`src/rtl/lcd_pkg.sv`:
```
// Types and constants shared by the LCD text arbiter, its interface and its bench.
package lcd_pkg;

    localparam int LINE_CHARS = 16;

    typedef logic [8*LINE_CHARS-1:0] lcd_line_t;

    typedef enum logic [2:0] {
        IDLE,
        SEND,
        WAIT_BUSY,
        WAIT_DONE,
        FINISH
    } lcd_arb_state_t;

    localparam lcd_line_t BLANK_LINE = {LINE_CHARS{8'h20}};

endpackage

```
`src/rtl/lcd_text_arbiter_if.sv`:
```
// Requester side and lcd_module side of the text arbiter, bundled as one interface.
interface lcd_text_arbiter_if
    import lcd_pkg::*;
#(
    parameter int N_REQ = 4
);

    logic [N_REQ-1:0] req;
    lcd_line_t [N_REQ-1:0] req_line1;
    lcd_line_t [N_REQ-1:0] req_line2;
    logic [N_REQ-1:0] ack;
    logic [N_REQ-1:0] done;
    logic busy;
    logic timeout_err;
    logic lcd_send;
    lcd_line_t lcd_line1;
    lcd_line_t lcd_line2;
    logic lcd_done;

    // The arbiter is the slave; application logic and lcd_module form the master side.
    modport slave (
        input  req, req_line1, req_line2, lcd_done,
        output ack, done, busy, timeout_err, lcd_send, lcd_line1, lcd_line2
    );

    modport master (
        output req, req_line1, req_line2, lcd_done,
        input  ack, done, busy, timeout_err, lcd_send, lcd_line1, lcd_line2
    );

endinterface

```
`src/rtl/rr_arbiter.sv`:
```
// Combinational round-robin pick: first set request bit after ptr, wrapping around.
module rr_arbiter #(
    parameter int N_REQ = 4,
    localparam int IDX_W = $clog2(N_REQ)
) (
    input  logic [N_REQ-1:0] req,
    input  logic [IDX_W-1:0] ptr,
    output logic             gnt_valid,
    output logic [IDX_W-1:0] gnt_idx
);

    int cand;
    logic [IDX_W-1:0] cand_idx;

    // Scan farthest offset first so the candidate nearest ptr+1 is assigned last and wins.
    always_comb begin
        gnt_valid = 1'b0;
        gnt_idx   = '0;
        cand      = 0;
        cand_idx  = '0;
        for (int i = N_REQ; i >= 1; i--) begin
            cand = int'(ptr) + i;
            if (cand >= N_REQ) begin
                cand = cand - N_REQ;
            end
            cand_idx = IDX_W'(cand);
            if (req[cand_idx]) begin
                gnt_valid = 1'b1;
                gnt_idx   = cand_idx;
            end
        end
    end

endmodule

```
`src/rtl/lcd_text_arbiter.sv`:
```
// Shares one lcd_module text port among N_REQ requesters: round-robin grant,
// shadowed text lines, send/busy/idle handshake tracking and a watchdog.
module lcd_text_arbiter
    import lcd_pkg::*;
#(
    parameter int N_REQ         = 4,
    parameter int START_TIMEOUT = 1000,
    parameter int DONE_TIMEOUT  = 5_000_000
) (
    input logic CLK,
    input logic RESET,
    lcd_text_arbiter_if.slave bus
);

    localparam int IDX_W = $clog2(N_REQ);
    localparam int MAX_T = (START_TIMEOUT > DONE_TIMEOUT) ? START_TIMEOUT : DONE_TIMEOUT;
    localparam int TMR_W = $clog2(MAX_T + 1);

    lcd_arb_state_t state, state_n;
    logic [N_REQ-1:0] ack_q, ack_n;
    logic [N_REQ-1:0] done_q, done_n;
    logic busy_q, busy_n;
    logic send_q, send_n;
    logic err_q, err_n;
    logic [TMR_W-1:0] timer, timer_n;
    logic [IDX_W-1:0] ptr, ptr_n;
    logic [IDX_W-1:0] cur, cur_n;
    lcd_line_t line1_q, line1_n;
    lcd_line_t line2_q, line2_n;

    logic gnt_valid;
    logic [IDX_W-1:0] gnt_idx;

    rr_arbiter #(.N_REQ(N_REQ)) u_rr (
        .req       (bus.req),
        .ptr       (ptr),
        .gnt_valid (gnt_valid),
        .gnt_idx   (gnt_idx)
    );

    // All outputs are registered; ptr starts at the last index so requester 0 wins first.
    always_ff @(posedge CLK or negedge RESET) begin
        if (!RESET) begin
            state   <= IDLE;
            ack_q   <= '0;
            done_q  <= '0;
            busy_q  <= 1'b0;
            send_q  <= 1'b0;
            err_q   <= 1'b0;
            timer   <= '0;
            ptr     <= IDX_W'(N_REQ - 1);
            cur     <= '0;
            line1_q <= BLANK_LINE;
            line2_q <= BLANK_LINE;
        end else begin
            state   <= state_n;
            ack_q   <= ack_n;
            done_q  <= done_n;
            busy_q  <= busy_n;
            send_q  <= send_n;
            err_q   <= err_n;
            timer   <= timer_n;
            ptr     <= ptr_n;
            cur     <= cur_n;
            line1_q <= line1_n;
            line2_q <= line2_n;
        end
    end

    always_comb begin
        state_n = state;
        ack_n   = '0;
        done_n  = '0;
        busy_n  = busy_q;
        send_n  = 1'b0;
        err_n   = err_q;
        timer_n = (timer != {TMR_W{1'b1}}) ? timer + 1'b1 : timer;
        ptr_n   = ptr;
        cur_n   = cur;
        line1_n = line1_q;
        line2_n = line2_q;

        unique case (state)
            IDLE: begin
                if (gnt_valid) begin
                    line1_n          = bus.req_line1[gnt_idx];
                    line2_n          = bus.req_line2[gnt_idx];
                    ack_n[gnt_idx]   = 1'b1;
                    busy_n           = 1'b1;
                    ptr_n            = gnt_idx;
                    cur_n            = gnt_idx;
                    state_n          = SEND;
                end
            end
            SEND: begin
                send_n  = 1'b1;
                timer_n = '0;
                state_n = WAIT_BUSY;
            end
            // lcd_module signals acceptance by dropping sendingDone.
            WAIT_BUSY: begin
                if (!bus.lcd_done) begin
                    timer_n = '0;
                    state_n = WAIT_DONE;
                end else if (timer == TMR_W'(START_TIMEOUT - 1)) begin
                    err_n   = 1'b1;
                    state_n = FINISH;
                end
            end
            WAIT_DONE: begin
                if (bus.lcd_done) begin
                    state_n = FINISH;
                end else if (timer == TMR_W'(DONE_TIMEOUT - 1)) begin
                    err_n   = 1'b1;
                    state_n = FINISH;
                end
            end
            FINISH: begin
                done_n[cur] = 1'b1;
                busy_n      = 1'b0;
                state_n     = IDLE;
            end
            default: begin
                state_n = IDLE;
            end
        endcase
    end

    assign bus.ack         = ack_q;
    assign bus.done        = done_q;
    assign bus.busy        = busy_q;
    assign bus.lcd_send    = send_q;
    assign bus.timeout_err = err_q;
    assign bus.lcd_line1   = line1_q;
    assign bus.lcd_line2   = line2_q;

endmodule

```
`src/flat_wrapper.sv`:
```
// flat-port wrapper written by rule: the top's interface ports become plain ports
module lcd_text_arbiter_flat import lcd_pkg::*;
#(
    parameter int N_REQ         = 4,
    parameter int START_TIMEOUT = 1000,
    parameter int DONE_TIMEOUT  = 5_000_000
)
  (CLK, RESET, bus_req, bus_req_line1, bus_req_line2, bus_lcd_done, bus_ack, bus_done, bus_busy, bus_timeout_err, bus_lcd_send, bus_lcd_line1, bus_lcd_line2);
  lcd_text_arbiter_if #(.N_REQ(N_REQ)) bus_i ();
  input logic CLK;
  input logic RESET;
  input wire logic [$bits(bus_i.req)-1:0] bus_req;
  input wire logic [$bits(bus_i.req_line1)-1:0] bus_req_line1;
  input wire logic [$bits(bus_i.req_line2)-1:0] bus_req_line2;
  input wire logic [$bits(bus_i.lcd_done)-1:0] bus_lcd_done;
  output wire logic [$bits(bus_i.ack)-1:0] bus_ack;
  output wire logic [$bits(bus_i.done)-1:0] bus_done;
  output wire logic [$bits(bus_i.busy)-1:0] bus_busy;
  output wire logic [$bits(bus_i.timeout_err)-1:0] bus_timeout_err;
  output wire logic [$bits(bus_i.lcd_send)-1:0] bus_lcd_send;
  output wire logic [$bits(bus_i.lcd_line1)-1:0] bus_lcd_line1;
  output wire logic [$bits(bus_i.lcd_line2)-1:0] bus_lcd_line2;
  assign bus_i.req = bus_req;
  assign bus_i.req_line1 = bus_req_line1;
  assign bus_i.req_line2 = bus_req_line2;
  assign bus_i.lcd_done = bus_lcd_done;
  assign bus_ack = bus_i.ack;
  assign bus_done = bus_i.done;
  assign bus_busy = bus_i.busy;
  assign bus_timeout_err = bus_i.timeout_err;
  assign bus_lcd_send = bus_i.lcd_send;
  assign bus_lcd_line1 = bus_i.lcd_line1;
  assign bus_lcd_line2 = bus_i.lcd_line2;
  lcd_text_arbiter #(.N_REQ(N_REQ), .START_TIMEOUT(START_TIMEOUT), .DONE_TIMEOUT(DONE_TIMEOUT)) u_core (.CLK(CLK), .RESET(RESET), .bus(bus_i));
endmodule
```
`config.mk`:
```
export PLATFORM = sky130hd
export DESIGN_NAME = lcd_text_arbiter_flat
export DESIGN_NICKNAME = d
export VERILOG_FILES = /design/src/rtl/lcd_pkg.sv /design/src/rtl/lcd_text_arbiter_if.sv /design/src/rtl/rr_arbiter.sv /design/src/rtl/lcd_text_arbiter.sv /design/src/flat_wrapper.sv
export SDC_FILE = /design/constraint.sdc
export NUM_CORES = 1
export LEC_CHECK = 0
export ABC_AREA = 0
export CAP_MARGIN = 20
export CORE_AREA = 4 4 508 510
export DETAILED_ROUTE_END_ITERATION = 10
export DIE_AREA = 0 0 512 514
export REMOVE_ABC_BUFFERS = 1
export SETUP_SLACK_MARGIN = 0.1
export SLEW_MARGIN = 0
export SYNTH_ARGS = -nofsm -noshare
export SYNTH_HDL_FRONTEND = slang
export SYNTH_SLANG_ARGS = --single-unit
```
`constraint.sdc`:
```
create_clock -name CLK -period 4.3 [get_ports CLK]
set_input_delay 0.645 -clock CLK [delete_from_list [all_inputs] [get_ports CLK]]
set_output_delay 0.645 -clock CLK [all_outputs]
set_load 0.05 [all_outputs]
```
==> results of run 1 <==
-- where the power goes --
| part | internal (mW) | switching (mW) | leakage, nW | total, mW |
|---|---|---|---|---|
| sequential | 4.22 | 1.03 | 3.65 | 5.25 |
| combinational | 6.81 | 12.4 | 9.82 | 19.2 |
| clock | 2.38 | 1.80 | 0.783 | 4.18 |
| total | 13.4 | 15.2 | 14.3 | 28.6 |
-- routing by layer --
layer | up-vias | part of all wire [%] | track usage, %
met4 | 190 | 4.8 | 6.29
met1 | 11912 | 38 | 17.6
met5 | - | 0.56 | 0
met2 | 1728 | 42 | 23.9
li1 | 10301 | - | -
met3 | 581 | 15 | 10.1
-- cell usage after synthesis (8+ instances only) --
library cell,n
mux2_2,234
mux2_1,22
a221o_1,256
nand2_1,21
buf_6,12
or3_1,11
mux2i_1,260
nor2_1,29
buf_1,36
o21ai_0,12
buf_2,69
a21oi_1,20
nor3_1,8
dfrtp_1,263
clkbuf_1,116
nand3_1,524
dfstp_2,34
-- how the worst max path moves through the flow --
stage                                      to             from  slack, ps  depth (start not counted)
floorplan           u_core.bus.lcd_line1[102]       bus_req[3]     -30250                          5
global placement    u_core.bus.lcd_line1[111]       bus_req[3]        310                          7
detailed placement  u_core.bus.lcd_line1[103]       bus_req[3]        290                          7
CTS                 u_core.bus.lcd_line1[103]  u_core.state[1]        820                          6
global route        u_core.bus.lcd_line1[103]  u_core.state[1]        830                          6
finish              u_core.bus.lcd_line1[103]  u_core.state[1]       1100                          6
-- logic make-up (layout without fill, tap and decap cells) --
family                     count (synthesis)  count (layout)  synth area share (%)
AOI/OAI and AO/OA                        307             307                  14.3
xor gates and xnor gates                   5               5                 0.218
adders and majority gates                  1               1                0.0621
buffers and inverters                    240            1494                  5.39
DFF                                      297             297                  37.1
muxes                                    516             516                  27.2
other                                      0              55                     0
and+or+nand+nor                          626             626                  15.7
-- flip-flops by register name, indices dropped and copies added (netlist names) --
signal,count
u_core.bus.busy,1
u_core.bus.lcd_send,1
u_core.timer,23
u_core.state,3
u_core.bus.lcd_line2,128
u_core.bus.done,4
u_core.bus.lcd_line1,128
u_core.cur,2
u_core.bus.ack,4
u_core.ptr,2
u_core.bus.timeout_err,1
-- through the flow --
step	TNS [ps]	instances	power, mW	setup WS (ps)	area [um^2]
2_1_floorplan	-7849940	1757	14.4	-30250	19100
3_3_place_gp	0	6522	24.5	312	37400
3_5_place_dp	0	6524	24.7	294	37500
4_1_cts	0	6611	29.1	815	39100
5_1_grt	0	6645	29.9	827	39200
6_report	0	6667	28.6	1100	39200
-- cell usage in the layout (no fill, tap or decap), types with 5 or more instances in the layout --
| cell | instances |
|---|---|
| buf_12 | 31 |
| mux2_1 | 22 |
| or3_1 | 11 |
| nor2_1 | 27 |
| a221o_1 | 256 |
| dfstp_2 | 34 |
| a21oi_1 | 19 |
| nor2b_1 | 5 |
| dfrtp_1 | 263 |
| inv_1 | 5 |
| o31ai_1 | 5 |
| mux2_2 | 234 |
| diode_2 | 55 |
| nor3_1 | 8 |
| or4_1 | 5 |
| o21ai_0 | 12 |
| buf_4 | 78 |
| clkinv_2 | 8 |
| clkbuf_16 | 46 |
| clkbuf_1 | 7 |
| nand2_1 | 20 |
| clkdlybuf4s50_1 | 1289 |
| xor2_1 | 5 |
| mux2i_1 | 260 |
| clkbuf_8 | 12 |
| nand3_1 | 524 |
-- area by class of cell --
cell class              count  area (um^2)  area share [%]
multi-input cells        1455        11600            29.6
diodes                     55          138           0.351
clock inverters            21          245           0.625
flip-flops and latches    297         7470            19.1
clock buffers              65         1340            3.42
repair buffers           1403        14200            36.1
inverters                   5         18.8          0.0479
well taps                3366         4210            10.7
-- what timing repair did --
item | in CTS | in global routing
hold endpoints to repair | 6 | 0
endpoints found under the setup margin | 0 | 0
hold buffers | 1 | 0
gates resized for setup | 0 | 0
==> metrics.cfg, run 1 <==
[yosys]
synth-edff-count=0
yosysUniqueCellTypes=46
yosysSeqAreaShare_pct=37.1
mappedNetlistArea_um2=20100
synth.top_cells.by_area=dfrtp_1, mux2_2, nand3_1
synthArstFlopShare_pct=100
ys_ff_latch=297
syn_inst=1992
yosysWarnings=0
yosys.area.top_type=dfrtp_1
yosysTopAreaCellShare_pct=32.7
syn_avg_cell_area_um2=10.1
synthFlopType=dfrtp_1

[clocking]
postCtsSetupBuffers=0
cts_tree=done
numCtsBuffers=46
insertion_delay_ps=680
cts_sinks=297
cts.clk_slew.worst_paths_ps=60
cts-root-buf=clkbuf_16
cts_max_level=2
clockBufferDepth=3

[worst_hold_path]
hold_path.class=in -> async

[pwr]
worst_ir_drop_vdd_v=0.000361
p_per_area_nw_per_um2=730
power.leakage_nw=14.3

[detailed_routing]
wire_per_inst_um=32.9
firstDrtPassIters=6
drt-total-wl_um=219000
ant_nets=0
dr_total_vias=24712
drc=0
vias_per_cell=3.71
drt_iter0_markers=2193

[setup_path]
endpoint_kind=register
critical_path_class=reg -> reg
timing.rr.end=u_core.bus.lcd_line1[103]
path_delay_family=simple AND/OR/NAND/NOR gates
r2r_slack_ps=1100
cp-start-kind=register
r2r_cells=6
path_cells=nor3_1 > and2_4 > buf_12 > nand3_1 > mux2i_1 > a221o_1
crit_buf_inv=1
cp.arrival_ps=3800
critPathMaxFanout=49
cp_slowest_cell=mux2i_1
timing.rr.start=u_core.state[1]
critPathMaxStageDelay_ps=790
worst_ep_required_time_ps=4890

[floorplanning]
fp.dieW_um=512
io_pins=1298
rows=185
start_util_pct=7.94
core_area_um2=253000
fp.dieH_um=514
dieArea_um2=263000

[timing]
layout_worst_path_cycle_share_pct=74.5
fin_crit_ps=3200
timing.hold.ws_ps=415
hold_viol_final=0
setup_viol=0
drv_slew=0
rsz0062_at_grt=false
fmax_mhz=312
fin_skew_ps=17.6
worst_pin_slew_ps=1070
relSlewSlack_pct=28.8

[cells_and_area]
nFillCells=28340
layout-drive-gt1-share_pct=14.5
final_util_pct=15.5
fin_nets=4240
syn2layout_area_growth_pct=94.8

[place]
place.gp.congestion=1.01
port_buffers=1297
dpl.hpwl_um=188000

[grt]
overflow=0
grt_pass1_vias=24622
grt_pass1_wl_um=272000
grt_max_degree=101
antenna_found_initial=247
grtUsageTotal_pct=15.8

[flow_run]
max_cap_viol_count=0

[outcome]
status=complete, no violations

(Power assumes the default switching activity.)
==> run 2: changes to the inputs <==
- clock period: 4.3 -> 3 ns (I/O delays scaled with it)
==> metrics.cfg, run 2 (synthesis results as in run 1) <==
[grt]
grtUsageTotal_pct=16.3  ; was 15.8%
grt_pass1_vias=25199  ; was 24.6k
grt_max_degree=76  ; was 101
antenna_found_initial=231  ; was 247
overflow=0  ; unchanged
grt_pass1_wl_um=281000  ; was 272000 um

[timing]
fin_skew_ps=35.7  ; was 17.6 ps
hold_viol_final=0  ; unchanged
relSlewSlack_pct=32.5  ; was 28.8%
drv_slew=0  ; unchanged
rsz0062_at_grt=false  ; unchanged
fmax_mhz=364  ; was 312 MHz
fin_crit_ps=2740  ; was 3200 ps
layout_worst_path_cycle_share_pct=91.5  ; was 74.5%
setup_viol=0  ; unchanged
fin_ws_ps=256  ; was 1100 ps
worst_pin_slew_ps=1010  ; was 1070 ps

[cells_and_area]
final_common_cell=clkdlybuf4s50_1  ; unchanged
mostFrequentLayoutCells=clkdlybuf4s50_1, nand3_1, dfrtp_1, mux2i_1, a221o_1  ; unchanged
fin_nets=4366  ; was 4240
finalNonFillerCells=6785  ; was 6667
layout-drive-gt1-share_pct=18.8  ; was 14.5%
syn2layout_area_growth_pct=101  ; was 94.8%
fin_area_um2=40500  ; was 39200 um^2

[flow_run]
max_cap_viol_count=0  ; unchanged

[setup_path]
critPathMaxFanout=66  ; was 49
cp.depth=7  ; was 6
path_cells=nor3_1 > and2_4 > buf_12 > buf_4 > nand3_1 > mux2i_1 > a221o_1  ; was nor3_1 > and2_4 > buf_12 > nand3_1 > mux2i_1 > a221o_1
cp_slowest_cell=mux2i_1  ; unchanged
critical_path_class=reg -> reg  ; unchanged
cp.arrival_ps=3360  ; was 3800 ps
cp-start-kind=register  ; unchanged
endpoint_kind=register  ; unchanged
path_delay_family=simple AND/OR/NAND/NOR gates  ; unchanged
crit_buf_inv=2  ; was 1
r2r_cells=7  ; was 6
worst_ep_required_time_ps=3620  ; was 4890 ps
critPathMaxStageDelay_ps=480  ; was 790 ps

[detailed_routing]
drt-total-wl_um=225000  ; was 219000 um
drt_iter0_markers=1933  ; was 2193
ant_nets=0  ; unchanged
drc=0  ; unchanged
wire_per_inst_um=33.2  ; was 32.9 um
firstDrtPassIters=5  ; was 6
dr_total_vias=24818  ; was 24.7k
vias_per_cell=3.66  ; was 3.71

[floorplanning]
start_util_pct=7.94  ; unchanged
fp.dieW_um=512  ; unchanged
fp.dieH_um=514  ; unchanged
io_pins=1298  ; unchanged
rows=185  ; unchanged
dieArea_um2=263000  ; unchanged
core_area_um2=253000  ; unchanged

[place]
place_ws_ps=-223  ; was 294 ps
port_buffers=1297  ; unchanged
dp_cells=6648  ; was 6524
place_area_um2=38600  ; was 37500 um^2
dpl.hpwl_um=196000  ; was 188000 um
place.gp.congestion=0.924  ; was 1.01

[clocking]
cts_tree=done  ; unchanged
insertion_delay_ps=690  ; was 680 ps
numCtsBuffers=49  ; was 46
cts-root-buf=clkbuf_16  ; unchanged
cts_max_level=2  ; unchanged
cts_sinks=297  ; unchanged
clockBufferDepth=3  ; unchanged
cts.clk_slew.worst_paths_ps=60  ; about the same
postCtsSetupBuffers=0  ; unchanged

[pwr]
worst_ir_drop_vdd_v=0.000632  ; was 0.000361 V
power.leakage_nw=15.1  ; was 14.3 nW
p_per_area_nw_per_um2=1060  ; was 730 nW/um^2

[outcome]
status=complete, no violations  ; unchanged

[worst_hold_path]
hold_path.class=in -> async  ; unchanged

[run 2: path summary, 6_finish.rpt]
kind	end	startpoint	slack [ps]
max in group asynchronous	u_core.bus.lcd_line1[109]	RESET	1500
worst max-delay path	u_core.bus.lcd_line1[22]	u_core.state[0]	260
min in group CLK	u_core.bus.done[1]	u_core.cur[1]	480
worst max register to register	u_core.bus.lcd_line1[22]	u_core.state[0]	260
worst min register to register	u_core.bus.done[1]	u_core.cur[1]	480
worst min-delay path	u_core.bus.lcd_line2[98]	RESET	310
[run 2: repair_timing]
| item | in CTS | in global routing |
|---|---|---|
| endpoints found under the setup margin | 2 | 0 |
| hold endpoints to repair | 25 | 0 |
| resized for setup | 2 | 0 |
| hold buffers | 1 | 0 |
[run 2: cell type report]
class / count / area [um^2]
inverters: 5 / 18.8
multi-input cells: 1455 / 11600
fillers: 28366 / 213000
diodes: 44 / 110
repair buffers: 1526 / 15300
well taps: 3366 / 4210
clock inverters: 23 / 360
clock buffers: 69 / 1410
flip-flops and latches: 297 / 7470
[run 2: stage by stage]
stage	hold slack [ps]	total power, mW	util [%]	TNS, ps
5_1_grt	312	44.8	15.9	0
2_1_floorplan	154	18.9	-	-8187010
4_1_cts	322	43.6	15.9	0
6_report	311	42.9	16.0	0
3_5_place_dp	485	36.6	15.2	-6980
3_3_place_gp	482	36.5	15.2	-8980
[run 2: routing by layer]
| metal | routed length (um) | global-route usage [%] | vias to the layer above |
|---|---|---|---|
| li1 | - | - | 10544 |
| met4 | 8140 | 4.95 | 172 |
| met3 | 31600 | 9.76 | 478 |
| met5 | 1140 | 0 | - |
| met2 | 95900 | 24.9 | 1625 |
| met1 | 88300 | 19.0 | 11999 |
[run 2: power by group]
part / switching [mW] / total, mW / leakage (nW) / internal (mW)
Combinational: 18.0 / 28.6 / 10.6 / 10.7
Clock: 2.69 / 6.59 / 0.849 / 3.90
Sequential: 1.63 / 7.68 / 3.65 / 6.05
Total: 22.3 / 42.9 / 15.1 / 20.6
